===== src/rtl/dmem_pkg.sv =====
// Shared encodings and helpers for the M-stage data memory controller.
package dmem_pkg;

  localparam logic [1:0] SZ_BYTE = 2'b00;
  localparam logic [1:0] SZ_HALF = 2'b01;
  localparam logic [1:0] SZ_WORD = 2'b10;

  localparam int RD_LAT_MAX = 4;
  localparam int CNT_W      = $clog2(RD_LAT_MAX);

  typedef enum logic [1:0] {
    IDLE = 2'b00,
    WAIT = 2'b01,
    DONE = 2'b10
  } dmem_state_t;

  // Size 2'b11 behaves as a word access.
  function automatic logic is_misaligned(input logic [1:0] size, input logic [1:0] lo);
    case (size)
      SZ_BYTE: return 1'b0;
      SZ_HALF: return lo[0];
      SZ_WORD: return |lo;
      default: return |lo;
    endcase
  endfunction

endpackage


===== src/rtl/dmem_lane_align.sv =====
// Byte-lane steering for stores and lane extraction plus extension for loads.
module dmem_lane_align
  import dmem_pkg::*;
(
  input  logic [1:0]  st_size,
  input  logic [1:0]  st_lo,
  input  logic [31:0] st_wdata,
  output logic [3:0]  st_wen,
  output logic [31:0] st_wdata_rep,
  input  logic [1:0]  ld_size,
  input  logic [1:0]  ld_lo,
  input  logic        ld_sign,
  input  logic [31:0] ld_word,
  output logic [31:0] ld_data
);

  logic [7:0]  ld_byte;
  logic [15:0] ld_half;

  // NOTE: every output of an always_comb gets a default first so no path leaves it unassigned (no latch).
  always_comb begin
    st_wen       = 4'b1111;
    st_wdata_rep = st_wdata;
    case (st_size)
      SZ_BYTE: begin
        st_wen       = 4'b0001 << st_lo;
        st_wdata_rep = {4{st_wdata[7:0]}};
      end
      SZ_HALF: begin
        st_wen       = st_lo[1] ? 4'b1100 : 4'b0011;
        st_wdata_rep = {2{st_wdata[15:0]}};
      end
      default: ;
    endcase
  end

  always_comb begin
    ld_byte = ld_word[{ld_lo, 3'b000} +: 8];
    ld_half = ld_lo[1] ? ld_word[31:16] : ld_word[15:0];
    case (ld_size)
      SZ_BYTE: ld_data = {{24{ld_sign & ld_byte[7]}}, ld_byte};
      SZ_HALF: ld_data = {{16{ld_sign & ld_half[15]}}, ld_half};
      default: ld_data = ld_word;
    endcase
  end

endmodule


===== src/rtl/dmem_ctrl.sv =====
// M-stage load/store responder for a fixed-latency, fully pipelined word SRAM.
module dmem_ctrl
  import dmem_pkg::*;
#(
  parameter int RD_LAT = 1
) (
  input  logic        clka,
  input  logic        rst,
  input  logic        req_valid,
  input  logic        req_we,
  input  logic [1:0]  req_size,
  input  logic        req_sign,
  input  logic [31:0] req_addr,
  input  logic [31:0] req_wdata,
  input  logic        flush_m,
  output logic        stall_m,
  output logic [31:0] rdata,
  output logic        rdata_valid,
  output logic        adel,
  output logic        ades,
  output logic        sram_en,
  output logic [3:0]  sram_wen,
  output logic [31:0] sram_addr,
  output logic [31:0] sram_wdata,
  input  logic [31:0] sram_rdata
);

  dmem_state_t      state_q, state_d;
  logic [CNT_W-1:0] cnt_q, cnt_d;
  logic [1:0]       lo_q, lo_d;
  logic [1:0]       size_q, size_d;
  logic             sign_q, sign_d;
  logic [31:0]      data_q, data_d;

  logic        accept, misaligned, ld_go, st_go;
  logic [3:0]  st_wen;
  logic [31:0] st_wdata_rep, ld_data;

  // A flush in the request cycle drops the request entirely, error flags included.
  assign accept     = rst && (state_q == IDLE) && req_valid && !flush_m;
  assign misaligned = is_misaligned(req_size, req_addr[1:0]);
  assign ld_go      = accept && !req_we && !misaligned;
  assign st_go      = accept &&  req_we && !misaligned;

  dmem_lane_align u_align (
    .st_size      (req_size),
    .st_lo        (req_addr[1:0]),
    .st_wdata     (req_wdata),
    .st_wen       (st_wen),
    .st_wdata_rep (st_wdata_rep),
    .ld_size      (size_q),
    .ld_lo        (lo_q),
    .ld_sign      (sign_q),
    .ld_word      (data_q),
    .ld_data      (ld_data)
  );

  always_comb begin
    state_d = state_q;
    cnt_d   = cnt_q;
    lo_d    = lo_q;
    size_d  = size_q;
    sign_d  = sign_q;
    data_d  = data_q;
    case (state_q)
      IDLE: begin
        if (ld_go) begin
          state_d = WAIT;
          cnt_d   = CNT_W'(RD_LAT - 1);
          lo_d    = req_addr[1:0];
          size_d  = req_size;
          sign_d  = req_sign;
        end
      end
      WAIT: begin
        if (flush_m) begin
          state_d = IDLE;
        end else if (cnt_q == '0) begin
          data_d  = sram_rdata;
          state_d = DONE;
        end else begin
          cnt_d = cnt_q - 1'b1;
        end
      end
      DONE:    state_d = IDLE;
      default: state_d = IDLE;
    endcase
  end

  // NOTE: sequential state uses non-blocking assignments only, so every flop samples pre-edge values.
  always_ff @(posedge clka) begin
    if (!rst) begin
      state_q <= IDLE;
      cnt_q   <= '0;
      lo_q    <= '0;
      size_q  <= '0;
      sign_q  <= 1'b0;
      data_q  <= '0;
    end else begin
      state_q <= state_d;
      cnt_q   <= cnt_d;
      lo_q    <= lo_d;
      size_q  <= size_d;
      sign_q  <= sign_d;
      data_q  <= data_d;
    end
  end

  assign stall_m     = ld_go || (rst && (state_q == WAIT) && !flush_m);
  assign rdata_valid = rst && (state_q == DONE) && !flush_m;
  assign rdata       = rst ? ld_data : '0;
  assign adel        = accept && !req_we && misaligned;
  assign ades        = accept &&  req_we && misaligned;

  // SRAM-side outputs stay quiet unless an access is actually issued.
  assign sram_en    = ld_go || st_go;
  assign sram_wen   = st_go ? st_wen : 4'b0000;
  assign sram_addr  = sram_en ? {req_addr[31:2], 2'b00} : '0;
  assign sram_wdata = st_go ? st_wdata_rep : '0;

endmodule

===== config.mk =====
export PLATFORM = sky130hd
export DESIGN_NAME = dmem_ctrl
export DESIGN_NICKNAME = d
export VERILOG_FILES = /design/src/rtl/dmem_pkg.sv /design/src/rtl/dmem_lane_align.sv /design/src/rtl/dmem_ctrl.sv
export SDC_FILE = /design/constraint.sdc
export NUM_CORES = 1
export LEC_CHECK = 0
export CAP_MARGIN = 20
export CORE_MARGIN = 4
export CORE_UTILIZATION = 40
export CTS_CLUSTER_SIZE = 24
export DETAILED_ROUTE_END_ITERATION = 6
export PLACE_DENSITY = 0.89
export RECOVER_POWER = 50
export SKIP_LAST_GASP = 1
export SLEW_MARGIN = 20
export SYNTH_ARGS = -nofsm -noshare
export SYNTH_HDL_FRONTEND = slang
export SYNTH_SLANG_ARGS = --single-unit

===== constraint.sdc =====
create_clock -name clka -period 4.5 [get_ports clka]
set_clock_uncertainty 0.1 [all_clocks]
set_input_delay 0.45 -clock clka [delete_from_list [all_inputs] [get_ports clka]]
set_output_delay 0.45 -clock clka [all_outputs]
set_load 0.02 [all_outputs]

Yosys cells after proc, flatten, opt, wreduce, memory -nomap -nowiden
Cells that the tools add are included.
{"block": "word_totals", "register_bits": 41, "output_inout_bits": 105, "in_bits": 104, "elab_cells": 66}
{"block": "op_classes", "add_sub_neg": 1, "eq_ne": 8, "reduce_logical": 28, "bitwise_logic": 3, "n_mux": 18, "shift": 2}
{"op": "$pmux W32 S2", "n": 2}
{"op": "$mux W32", "n": 3}
{"op": "$shiftx A32 B6 Y8", "n": 1}
{"op": "$mux W16", "n": 1}
{"op": "$logic_and A1 B1 Y1", "n": 13}
{"op": "$mux W2", "n": 6}
{"op": "$logic_not A2 Y1", "n": 4}
{"op": "$mux W4", "n": 2}
{"op": "$pmux W2 S2", "n": 2}
{"op": "$pmux W4 S2", "n": 1}
{"op": "$eq A2 B1 Y1 const B", "n": 3}
{"op": "$ne A2 B2 Y1 const B", "n": 3}
{"op": "$reduce_and A2 Y1", "n": 2}
{"op": "$reduce_and A4 Y1", "n": 1}
{"op": "$shl A1 B2 Y4 const A", "n": 1}
{"op": "$logic_not A1 Y1", "n": 3}
{"op": "$ne A3 B3 Y1 const B", "n": 1}
{"op": "$reduce_and A3 Y1", "n": 1}
{"op": "$and A1 B1 Y1", "n": 2}
{"op": "$eq A2 B2 Y1 const B", "n": 1}
{"op": "$logic_or A1 B1 Y1", "n": 2}
{"op": "$pmux W1 S2", "n": 1}
{"op": "$reduce_bool A2 Y1", "n": 1}
{"op": "$reduce_or A2 Y1", "n": 1}
{"op": "2 further kinds", "n": 2}

Logic depth before layout (Yosys ltp)
Gate-level depths: netlist of the first run.
{"block": "logic_depth", "word_depth": 8, "ltp_mapped": 7, "mapped_depth_nobuf": 5}

Cells and area by module
Synthesis of the first run repeated with hierarchy kept, for this count alone.
{"block": "hier_totals", "cells_unflattened": 465, "hier_area_um2": 3502.1}
{"module": "dmem_ctrl", "seq_area_each_um2": 820.8, "area_per_inst_um2": 2347.3, "instances": 1, "cells_each": 309}
{"module": "dmem_lane_align", "seq_area_each_um2": 0.0, "area_per_inst_um2": 1154.9, "instances": 1, "cells_each": 156}

Worst setup path after synthesis of the first run
No wires, ideal clock.
{"block": "synth_timing", "path_type": "input port to output port", "start": "in req_valid", "end": "out sram_wen[1]", "path_stages": 3, "path_slack_ns": 2.287, "arrival_ns": 1.663, "path_buffers": 0, "t_required_ns": 3.950, "path_cell_list": "nor2b_1 > nand3_1 > nor4b_1"}
{"block": "synth_via", "elab_chain_len": 5}
{"item": "start: declaration", "line_no": "dmem_ctrl.sv:9", "text": "input logic req_valid,"}
{"item": "$logic_and A1 B1 Y1 (2 in a row)", "line_no": "dmem_ctrl.sv:40", "text": "assign accept = rst && (state_q == IDLE) && req_valid && !flush_m;"}
{"item": "$logic_and A1 B1 Y1 (2 in a row)", "line_no": "dmem_ctrl.sv:43", "text": "assign st_go = accept && req_we && !misaligned;"}
{"item": "$mux W4", "line_no": "dmem_ctrl.sv:117", "text": "assign sram_wen = st_go ? st_wen : 4'b0000;"}
{"item": "end: declaration", "line_no": "dmem_ctrl.sv:22", "text": "output logic [3:0] sram_wen,"}
Every way passes these cells.

Worst setup path after layout of the first run
{"block": "layout_timing", "start": "in rst", "end": "out sram_wdata[9]"}
{"block": "layout_via", "elab_chain_len": 6}
{"item": "start: declaration", "line_no": "dmem_ctrl.sv:8", "text": "input logic rst,"}
{"item": "$logic_and A1 B1 Y1 (3 in a row)", "line_no": "dmem_ctrl.sv:40"}
{"item": "$logic_and A1 B1 Y1 (2 in a row)", "line_no": "dmem_ctrl.sv:43"}
{"item": "$mux W32", "line_no": "dmem_ctrl.sv:119", "text": "assign sram_wdata = st_go ? st_wdata_rep : '0;"}
{"item": "end: declaration", "line_no": "dmem_ctrl.sv:24", "text": "output logic [31:0] sram_wdata,"}
Every way passes these cells.

==> metrics.log, run 1 <==
[metrics] category of the most critical setup path: input pin to primary output
[metrics] core box area: 7848 um^2
[metrics] average wire per cell in the routed design: 18.42 um
[metrics] largest cells by area after synthesis: sky130_fd_sc_hd__dfxtp_1 (25%), sky130_fd_sc_hd__mux2i_1 (13%), sky130_fd_sc_hd__nand2_1 (13%)
[metrics] count of final max-slew check failures: 17
[metrics] max_slew headroom: -22.33%
[metrics] NumNets Final: 735
[metrics] worst-case setup slack after placement: 0.9878 ns
[metrics] type of the most critical hold path: register to register
[metrics] initial cell density of the core: 41.63%
[metrics] register bit total from synthesis: 41
[metrics] flip-flop cell with the highest count after synthesis: sky130_fd_sc_hd__dfxtp_1
[metrics] clock tree root driver cell: sky130_fd_sc_hd__clkbuf_8
[metrics] GR Overflow Total: 0
[metrics] Hold-fix buffers, CTS: 0
[metrics] share of the yosys chip area belonging to registers: 25.12%
[metrics] most common library cells after synthesis: sky130_fd_sc_hd__nand2_1 (109), sky130_fd_sc_hd__mux2i_1 (43), sky130_fd_sc_hd__dfxtp_1 (41), sky130_fd_sc_hd__and2_1 (35), sky130_fd_sc_hd__nor2_1 (29)
[metrics] maximum count of clock buffers along a single path: 2
[metrics] dpl cells: 725
[metrics] share of Yosys cell area claimed by the top area cell type: 25.12%
[metrics] RSZ-0062 raised after global routing: false
[metrics] number of antenna violations at the first check in global routing: 0
[metrics] final std cells w/o fill: 733
[metrics] run status: finished with violations
[metrics] via count of the first global-routing pass: 3980
[metrics] setup bufs post-CTS: 0
[metrics] crit path DAT: 3.27 ns
[metrics] failing checks: capacitance limit, slew limit
[metrics] maximum level of the CTS H-tree: 2
[metrics] smallest setup slack after layout: 0.6777 ns
[metrics] most used standard cell by instance count after synthesis: sky130_fd_sc_hd__nand2_1
[metrics] number of input and output port buffers inserted: 206
[metrics] number of primary I/O pins: 209
[metrics] share of cells above drive strength 1: 3.962%
[metrics] post-detailed-routing wire length: 13.50 mm
[metrics] launching element type of the critical path: input pin
[metrics] maximum resistive drop on vdd: 0.1814 mV
[metrics] remaining number of nets flagged by the antenna check after routing: 0
[metrics] delay contributed by the slowest stage of the critical path: 0.65 ns
[metrics] Final TNS setup: 0 ns
[metrics] vias after detailed routing: 3870
[metrics] worst reg-to-reg setup slack: 1.27 ns
[metrics] first-pass GRT wire length: 20.87 mm
[metrics] Req. time, crit path: 3.95 ns
[metrics] Num Clock Sinks: 41
[metrics] Post-synth EDFFs: 0
[metrics] CP max stage cell: sky130_fd_sc_hd__clkdlybuf4s50_1
[metrics] width of the die: 98.37 um
[metrics] Yosys cell types: 49
[metrics] insertion delay of the later-clocked pin in the worst-skew pair: 0.29 ns
[metrics] share of async-settable or async-resettable flops after synthesis: 0%
[metrics] slew at the pin closest to its max-slew limit: 1.831 ns
[metrics] largest net degree at the start of global routing: 41
[metrics] largest driver fanout on the critical path: 40
[metrics] detailed placement HPWL: 10.64 mm
[metrics] first drt pass iteration count: 4
[metrics] Reg clk slew, reported paths: 0.08 ns
[metrics] Syn. warnings: 0
[metrics] static leakage: 2.191 nW
[metrics] cell family contributing the most delay on the critical path: buffers and inverters
[metrics] global placement routability congestion: 0.9726
[metrics] cells along the critical path: dlygate4sd3_1 -> buf_4 -> nor3b_1 -> and4_4 -> nand2_4 -> a21oi_1 -> clkdlybuf4s50_1
[metrics] category of the worst setup path capture point: primary output
[metrics] min Tclk post-route: 3.822 ns
[metrics] combined buffer and inverter count along the critical path: 3
[metrics] number of buffers inserted during clock tree synthesis: 5
[metrics] layout-stage area growth over the synthesis result: 64.99%
[metrics] final routed DRC violation total: 0
[metrics] Period Utilization, post-route: 84.94%
[metrics] cell area after technology mapping: 3267 um^2
[metrics] max-cap violations: 1
[metrics] clock tree from TritonCTS: yes
[metrics] count of antenna diodes in the layout: 0
[metrics] Die Y: 98.37 um
[metrics] Avg Inst Size Synth: 7.308 um^2
[metrics] cell taking the most area after synthesis: sky130_fd_sc_hd__dfxtp_1
[metrics] number of hold-slack violations in the final timing report: 0
[metrics] area enclosed by the die boundary: 9677 um^2
[metrics] final setup fails: 0
[metrics] row count: 32
[metrics] highest attainable clock frequency: 261.6 MHz
[metrics] power density over cell area: 165.4 nW/um^2
[metrics] Tot GR Track Use: 26.82%
[metrics] drt via density: 5.280
[metrics] post-cts resize count: 0
[metrics] Cells after Synth: 447
[metrics] 1st-iter DRT viols: 151
## routing by layer
metal | up-vias | track usage, % | share of wire (%) | wire, um
met2 | 203 | 47.74 | 49 | 6565
li1 | 1863 | - | - | -
met3 | 49 | 6.929 | 8.2 | 1113
met5 | - | 0 | 0 | 0
met1 | 1755 | 30.01 | 38 | 5191
met4 | 0 | 11.55 | 4.7 | 632
## cell usage in the layout (no fill, tap or decap), types with 10 or more instances in the layout
master / count
sky130_fd_sc_hd__a21boi_0: 35
sky130_fd_sc_hd__nand2_1: 109
sky130_fd_sc_hd__a21o_1: 16
sky130_fd_sc_hd__dlygate4sd3_1: 31
sky130_fd_sc_hd__clkdlybuf4s50_1: 175
sky130_fd_sc_hd__nor2_1: 29
sky130_fd_sc_hd__dfxtp_1: 41
sky130_fd_sc_hd__mux2i_1: 43
sky130_fd_sc_hd__and2_1: 34
sky130_fd_sc_hd__a21oi_1: 21
sky130_fd_sc_hd__nor2b_1: 10
## cells by family (layout without fill, tap and decap cells)
| logic type | Yosys count | count (layout) | share of synthesized area, % |
|---|---|---|---|
| xor+xnor | 1 | 1 | 0.2681 |
| compound gates | 92 | 92 | 19.23 |
| other cells | 1 | 2 | 0.1148 |
| simple gates | 225 | 225 | 33.59 |
| flops | 41 | 41 | 25.12 |
| fa+ha+maj | 1 | 1 | 0.3829 |
| buf+inv | 41 | 224 | 6.971 |
| mux | 45 | 45 | 14.32 |
## worst paths after layout
path | startpoint | end | cells after the start
max reg2reg | cnt_q[0] | data_q[30] | 6
max | rst | sram_wdata[9] | 7
min | cnt_q[1] | cnt_q[1] | 2
min reg2reg | cnt_q[1] | cnt_q[1] | 2
## state kept, by name, summed over array words and instances, names as in the netlist
register and cells:
data_q 32, cnt_q 2, lo_q 2, size_q 2
state_q 2, sign_q 1
## stage by stage
stage	total power, mW	hold WS (ns)	area (um^2)	util (%)
CTS	0.8993	0.3774	5430	69.20
global placement	0.5894	0.3425	5295	67.47
floorplan	0.4583	0.3347	3271	-
global route	0.9245	0.3964	5390	68.69
finish	0.8916	0.3702	5390	68.69
detailed placement	0.5913	0.3594	5310	67.67
## where the power goes
part           internal, mW  total (mW)  switching, mW
logic                 0.124       0.214         0.0896
registers             0.364       0.368        0.00351
clock network         0.180       0.310          0.130
total                 0.669       0.892          0.223
## area by class of cell
cell class	instances	area (um^2)
Fill cell	627	2457
Inverter	3	11.26
Multi-Input combinational cell	366	2200
Clock buffer	6	82.58
Tap cell	102	127.6
Sequential cell	41	820.8
Clock inverter	2	37.54
Timing Repair Buffer	213	2111
## worst min-delay path, cell delays in order, from the launching register on
cell                      delay [ns]
sky130_fd_sc_hd__dfxtp_1        0.31
sky130_fd_sc_hd__nand2_1        0.05
sky130_fd_sc_hd__mux2i_1        0.06
(Power assumes the default switching activity.)
==> run 2, diff against run 1 <==
--- a/config.mk
+++ b/config.mk
@@ -7,10 +7,10 @@
 export LEC_CHECK = 0
 export CAP_MARGIN = 20
 export CORE_MARGIN = 4
-export CORE_UTILIZATION = 40
+export CORE_UTILIZATION = 34
 export CTS_CLUSTER_SIZE = 24
 export DETAILED_ROUTE_END_ITERATION = 6
-export PLACE_DENSITY = 0.89
+export PLACE_DENSITY = 0.81
 export RECOVER_POWER = 50
 export SKIP_LAST_GASP = 1
 export SLEW_MARGIN = 20
==> constraint.sdc (replaced) <==
create_clock -name clka -period 3.28 [get_ports clka]
set_clock_uncertainty 0.1 [all_clocks]
set_input_delay 0.328 -clock clka [delete_from_list [all_inputs] [get_ports clka]]
set_output_delay 0.328 -clock clka [all_outputs]
set_load 0.02 [all_outputs]
==> metrics.log, run 2 (synthesized netlist as in run 1, its figures left out) <==
[metrics] net switching fraction of the power: 25.65% (+0.65 points)
[metrics] core box area: 9284 um^2 (+18%)
[metrics] Num Clock Sinks: 41 (unchanged)
[metrics] clock network fraction of design power: 29.5% (-5.3 points)
[metrics] crit path DAT: 2.59 ns (-0.68 ns)
[metrics] number of primary I/O pins: 209 (unchanged)
[metrics] drt via density: 4.949 (-6.3%)
[metrics] layout-stage area growth over the synthesis result: 67.52%
[metrics] maximum count of clock buffers along a single path: 2 (unchanged)
[metrics] count of final max-slew check failures: 0 (-17)
[metrics] maximum resistive drop on vdd: 0.2167 mV (+19%)
[metrics] Period Utilization, post-route: 92.02%
[metrics] Hold-fix buffers, CTS: 0 (unchanged)
[metrics] remaining number of nets flagged by the antenna check after routing: 0 (unchanged)
[metrics] setup bufs post-CTS: 0 (unchanged)
[metrics] via count of the first global-routing pass: 3865 (-2.9%)
[metrics] clock tree root driver cell: sky130_fd_sc_hd__clkbuf_8
[metrics] proportion of power drawn by combinational gates: 26.1% (+2.1 points)
[metrics] final worst hold slack: 0.3643 ns (-0.005907 ns)
[metrics] number of input and output port buffers inserted: 206 (unchanged)
[metrics] power density over cell area: 206.8 nW/um^2 (+25%)
[metrics] global placement routability congestion: 0.8960 (-7.9%)
[metrics] slew at the pin closest to its max-slew limit: 1.398 ns (-0.4328 ns)
[metrics] total area of sequential cells: 820.8 um^2 (unchanged)
[metrics] max FFs per register: 32 (unchanged)
[metrics] GR Overflow Total: 0 (unchanged)
[metrics] most common cell after layout, fill and taps aside: sky130_fd_sc_hd__clkdlybuf4s50_1
[metrics] commonest non-fill, non-tap cells in the layout: sky130_fd_sc_hd__clkdlybuf4s50_1 (178), sky130_fd_sc_hd__nand2_1 (109), sky130_fd_sc_hd__mux2i_1 (43)
[metrics] largest driver fanout on the critical path: 39 (-2.5%)
[metrics] max_slew headroom: 6.787% (+29 points)
[metrics] cell-internal power: 0.8416 mW (+26%)
[metrics] area of the multi-input gates: 2222 um^2 (+1.0%)
[metrics] initial cell density of the core: 35.19% (-6.4 points)
[metrics] post-layout util: 58.95% (-9.7 points)
[metrics] largest reg by FF count: data_q
[metrics] share of cells above drive strength 1: 5.016% (+1.1 points)
[metrics] 1st-iter DRT viols: 232 (+54%)
[metrics] Die Y: 106.0 um (+7.8%)
[metrics] Seq pwr share: 44.4% (+3.1 points)
[metrics] row count: 35 (+9.4%)
[metrics] run status: finished clean
[metrics] post-detailed-routing wire length: 13.23 mm (-2.1%)
[metrics] RSZ-0062 raised after global routing: false
[metrics] detailed placement HPWL: 10.46 mm (-1.7%)
[metrics] launching element type of the critical path: input pin
[metrics] clock tree from TritonCTS: yes
[metrics] vias after detailed routing: 3796 (-1.9%)
[metrics] first-pass GRT wire length: 20.48 mm (-1.9%)
[metrics] post-cts resize count: 0 (unchanged)
[metrics] Tot GR Track Use: 22.67% (-4.1 points)
[metrics] number of buffers inserted during clock tree synthesis: 5 (unchanged)
[metrics] category of the most critical setup path: input pin to primary output
[metrics] Final TNS setup: 0 ns (unchanged)
[metrics] NumNets Final: 743 (+1.1%)
[metrics] Reg clk slew, reported paths: 0.07 ns (about the same)
[metrics] max-cap violations: 0 (-1)
[metrics] insertion delay of the later-clocked pin in the worst-skew pair: 0.29 ns (about the same)
[metrics] final routed DRC violation total: 0 (unchanged)
[metrics] number of hold-slack violations in the final timing report: 0 (unchanged)
[metrics] area enclosed by the die boundary: 11240 um^2 (+16%)
[metrics] number of antenna violations at the first check in global routing: 0 (unchanged)
[metrics] Req. time, crit path: 2.85 ns (-1.10 ns)
[metrics] average wire per cell in the routed design: 17.24 um (-6.4%)
[metrics] min Tclk post-route: 3.018 ns
[metrics] count of antenna diodes in the layout: 0 (unchanged)
[metrics] number of inserted filler cells in the final layout: 851 (+36%)
[metrics] width of the die: 106.0 um (+7.8%)
[metrics] type of the most critical hold path: register to register
[metrics] maximum level of the CTS H-tree: 2 (unchanged)
[metrics] final setup fails: 0 (unchanged)
[metrics] category of the worst setup path capture point: primary output
[metrics] Net Sw Power: 0.2903 mW (+30%)
[metrics] static leakage: 2.224 nW (+1.5%)
[metrics] largest net degree at the start of global routing: 40 (-2.4%)
[metrics] highest attainable clock frequency: 331.3 MHz
[metrics] first drt pass iteration count: 4 (unchanged)
run 2: final cells by class:
| class | count | area share, % |
|---|---|---|
| multi-input combinational | 366 | 40.60 |
| inverter | 3 | 0.2058 |
| timing repair buffer | 221 | 39.67 |
| tap | 129 | 2.949 |
| sequential | 41 | 15.00 |
| clock buffer | 7 | 1.578 |
run 2: worst max-delay path, cell delays in order:
cell and delay (ns):
sky130_fd_sc_hd__clkdlybuf4s50_1 0.56, sky130_fd_sc_hd__nor3b_4 0.32, sky130_fd_sc_hd__and4_4 0.28, sky130_fd_sc_hd__buf_4 0.29, sky130_fd_sc_hd__and3_1 0.20, sky130_fd_sc_hd__clkdlybuf4s50_1 0.61
run 2: metrics by stage:
stage | area (um^2) | power [mW] | setup slack, ns | cells
final | 5473 | 1.132 | 0.2617 | 767
after global routing | 5473 | 1.179 | 0.09820 | 767
after CTS | 5483 | 1.145 | 0.2296 | 767
after detailed placement | 5396 | 0.8108 | 0.2302 | 760
after global placement | 5396 | 0.8086 | 0.2423 | 760
after floorplan | 3271 | 0.6287 | 1.307 | 448
run 2: final timing paths:
path	start	to	slack, ns	cells after the start
setup / recovery	flush_m	sram_wdata[2]	0.26	6
hold reg to reg	cnt_q[0]	cnt_q[0]	0.36	2
setup reg to reg	cnt_q[0]	data_q[20]	0.92	6
hold / removal	cnt_q[0]	cnt_q[0]	0.36	2
run 2: layer usage:
| metal | part of all wire [%] | track usage (%) |
|---|---|---|
| met1 | 39 | 25.97 |
| met2 | 50 | 40.48 |
| met3 | 6.9 | 4.918 |
| met4 | 4.3 | 9.713 |
| met5 | 0 | 0 |
run 2: power groups by stage:
| stage | clock network [mW] | logic, mW | registers (mW) |
|---|---|---|---|
| after CTS | 0.343 | 0.299 | 0.502 |
| after global routing | 0.361 | 0.316 | 0.503 |
| after floorplan | 0 | 0.115 | 0.514 |
| after detailed placement | 0 | 0.297 | 0.514 |
| after global placement | 0 | 0.295 | 0.514 |
| final | 0.334 | 0.295 | 0.503 |
==> run 3, diff against run 2 <==
==> constraint.sdc (replaced) <==
create_clock -name clka -period 3.28 [get_ports clka]
set_clock_uncertainty 0.1 [all_clocks]
set_input_delay 0.656 -clock clka [delete_from_list [all_inputs] [get_ports clka]]
set_output_delay 0.656 -clock clka [all_outputs]
set_load 0.02 [all_outputs]
==> metrics.log, run 3 (synthesized netlist as in run 1, its figures left out) <==
[metrics] run status: finished clean
[metrics] maximum count of clock buffers along a single path: 2 (unchanged)
[metrics] count of final max-slew check failures: 0 (unchanged)
[metrics] detailed placement HPWL: 10.99 mm (+5.1%)
[metrics] average wire per cell in the routed design: 17.21 um (-0.20%)
[metrics] largest net degree at the start of global routing: 34 (-15%)
[metrics] category of the worst setup path capture point: primary output
[metrics] category of the most critical setup path: input pin to primary output
[metrics] first-pass GRT wire length: 20.57 mm (+0.43%)
[metrics] met3 capacity usage during global routing: 3.886% (-1.0 points)
[metrics] type of the most critical hold path: register to register
[metrics] smallest setup slack after layout: 0.07977 ns (-0.1819 ns)
[metrics] Tot GR Track Use: 22.89% (+0.22 points)
[metrics] first drt pass iteration count: 4 (unchanged)
[metrics] via count of the first global-routing pass: 3855 (-0.26%)
[metrics] NumNets Final: 763 (+2.7%)
[metrics] row count: 35 (unchanged)
[metrics] Req. time, crit path: 2.52 ns (-0.33 ns)
[metrics] count of antenna diodes in the layout: 0 (unchanged)
[metrics] maximum level of the CTS H-tree: 2 (unchanged)
[metrics] number of antenna violations at the first check in global routing: 0 (unchanged)
[metrics] crit path DAT: 2.44 ns (-0.15 ns)
[metrics] proportion of power drawn by combinational gates: 27.3% (+1.2 points)
[metrics] Num Clock Sinks: 41 (unchanged)
[metrics] worst-case setup slack after placement: -0.2494 ns (-0.4796 ns)
[metrics] initial cell density of the core: 35.19% (unchanged)
[metrics] Die Y: 106.0 um (unchanged)
[metrics] number of hold-slack violations in the final timing report: 0 (unchanged)
[metrics] width of the die: 106.0 um (unchanged)
[metrics] commonest non-fill, non-tap cells in the layout: sky130_fd_sc_hd__nand2_1 (109), sky130_fd_sc_hd__clkdlybuf4s50_1 (109), sky130_fd_sc_hd__dlygate4sd2_1 (86)
[metrics] net switching fraction of the power: 26.21% (+0.56 points)
[metrics] final worst hold slack: 0.3684 ns (+0.004182 ns)
[metrics] 1st-iter DRT viols: 241 (+3.9%)
[metrics] GR Util met1: 26.48% (+0.52 points)
[metrics] core box area: 9284 um^2 (unchanged)
[metrics] insertion delay of the later-clocked pin in the worst-skew pair: 0.29 ns (about the same)
[metrics] remaining number of nets flagged by the antenna check after routing: 0 (unchanged)
[metrics] share of cells above drive strength 1: 8.042% (+3.0 points)
[metrics] final routed DRC violation total: 0 (unchanged)
[metrics] global placement routability congestion: 0.9176 (+2.4%)
[metrics] grt peak-use layer: met2
[metrics] launching element type of the critical path: input pin
[metrics] slew at the pin closest to its max-slew limit: 1.407 ns (+0.008962 ns)
[metrics] number of primary I/O pins: 209 (unchanged)
[metrics] Reg clk slew, reported paths: 0.07 ns (about the same)
[metrics] power density over cell area: 205.7 nW/um^2 (-0.56%)
[metrics] clock tree root driver cell: sky130_fd_sc_hd__clkbuf_8
[metrics] met2 Usage GRT: 42.76% (+2.3 points)
[metrics] Period Utilization, post-route: 97.57% (+5.5 points)
[metrics] layout-stage area growth over the synthesis result: 67.75%
[metrics] Seq pwr share: 44.6% (+0.2 points)
[metrics] RSZ-0062 raised after global routing: false
[metrics] min Tclk post-route: 3.200 ns (+0.1819 ns)
[metrics] max FFs per register: 32 (unchanged)
[metrics] vias after detailed routing: 3930 (+3.5%)
[metrics] area enclosed by the die boundary: 11240 um^2 (unchanged)
[metrics] final setup fails: 0 (unchanged)
[metrics] max-cap violations: 0 (unchanged)
[metrics] drt via density: 4.987 (+0.77%)
[metrics] post-detailed-routing wire length: 13.56 mm (+2.5%)
[metrics] static leakage: 2.623 nW (+18%)
[metrics] largest driver fanout on the critical path: 13 (-67%)
[metrics] maximum resistive drop on vdd: 0.1989 mV (-8.2%)
[metrics] clock network fraction of design power: 28.1% (-1.4 points)
[metrics] Final TNS setup: 0 ns (unchanged)
[metrics] highest attainable clock frequency: 312.5 MHz (-5.7%)
[metrics] max_slew headroom: 6.190% (-0.60 points)
[metrics] number of input and output port buffers inserted: 206 (unchanged)
[metrics] clock tree from TritonCTS: yes
[metrics] Net Sw Power: 0.2954 mW (+1.7%)
[metrics] GR Overflow Total: 0 (unchanged)
[metrics] post-layout util: 59.03% (+0.081 points)
[metrics] cell-internal power: 0.8317 mW (-1.2%)
[metrics] number of buffers inserted during clock tree synthesis: 5 (unchanged)
[metrics] largest reg by FF count: data_q
==> run 3: power groups by stage <==
| stage | Clock (mW) | Combinational [mW] | Sequential [mW] |
|---|---|---|---|
| 2_1_floorplan | 0 | 0.115 | 0.514 |
| 3_3_place_gp | 0 | 0.316 | 0.514 |
| 3_5_place_dp | 0 | 0.319 | 0.514 |
| 4_1_cts | 0.321 | 0.312 | 0.503 |
| 5_1_grt | 0.342 | 0.328 | 0.503 |
| 6_report | 0.316 | 0.308 | 0.503 |
==> run 3: routing by layer <==
layer	up-vias	share of wire [%]
met5	-	0
met4	0	2.4
met3	19	7.2
met2	180	51
met1	1817	39
li1	1914	-
==> run 3: worst max-delay path: stages <==
cell                              delay, ns
sky130_fd_sc_hd__clkdlybuf4s50_1       0.50
sky130_fd_sc_hd__buf_4                 0.13
sky130_fd_sc_hd__buf_4                 0.16
sky130_fd_sc_hd__buf_4                 0.18
sky130_fd_sc_hd__a21boi_0              0.18
sky130_fd_sc_hd__clkdlybuf4s50_1       0.64
==> run 3: what timing repair did <==
item                                   in CTS  in global routing
gates resized for setup                    87                  7
endpoints found under the hold margin       0                  0
gates cloned                                0                  0
hold buffers                                0                  0
setup endpoints to repair                  87                  5
buffers inserted                            0                  0
==> run 3: area by class of cell <==
| class | count | area [um^2] |
|---|---|---|
| inverters | 3 | 11.26 |
| repair buffers | 241 | 2185 |
| well taps | 129 | 161.4 |
| fillers | 891 | 3804 |
| multi-input cells | 366 | 2222 |
| clock buffers | 8 | 80.08 |
| flip-flops and latches | 41 | 820.8 |
==> run 3: final timing paths <==
check,start,to,slack [ns],cells past startpoint
max,rst,rdata[4],0.08,6
min,cnt_q[0],cnt_q[0],0.37,2
min reg2reg,cnt_q[0],cnt_q[0],0.37,2
max reg2reg,state_q[0],data_q[6],0.88,5
==> run 3: through the flow <==
| step | cell area, um^2 | total power, mW | instances |
|---|---|---|---|
| 3_3_place_gp | 5572 | 0.8304 | 780 |
| 2_1_floorplan | 3271 | 0.6287 | 448 |
| 6_report | 5480 | 1.127 | 788 |
| 3_5_place_dp | 5572 | 0.8329 | 780 |
| 5_1_grt | 5480 | 1.173 | 788 |
| 4_1_cts | 5543 | 1.136 | 788 |
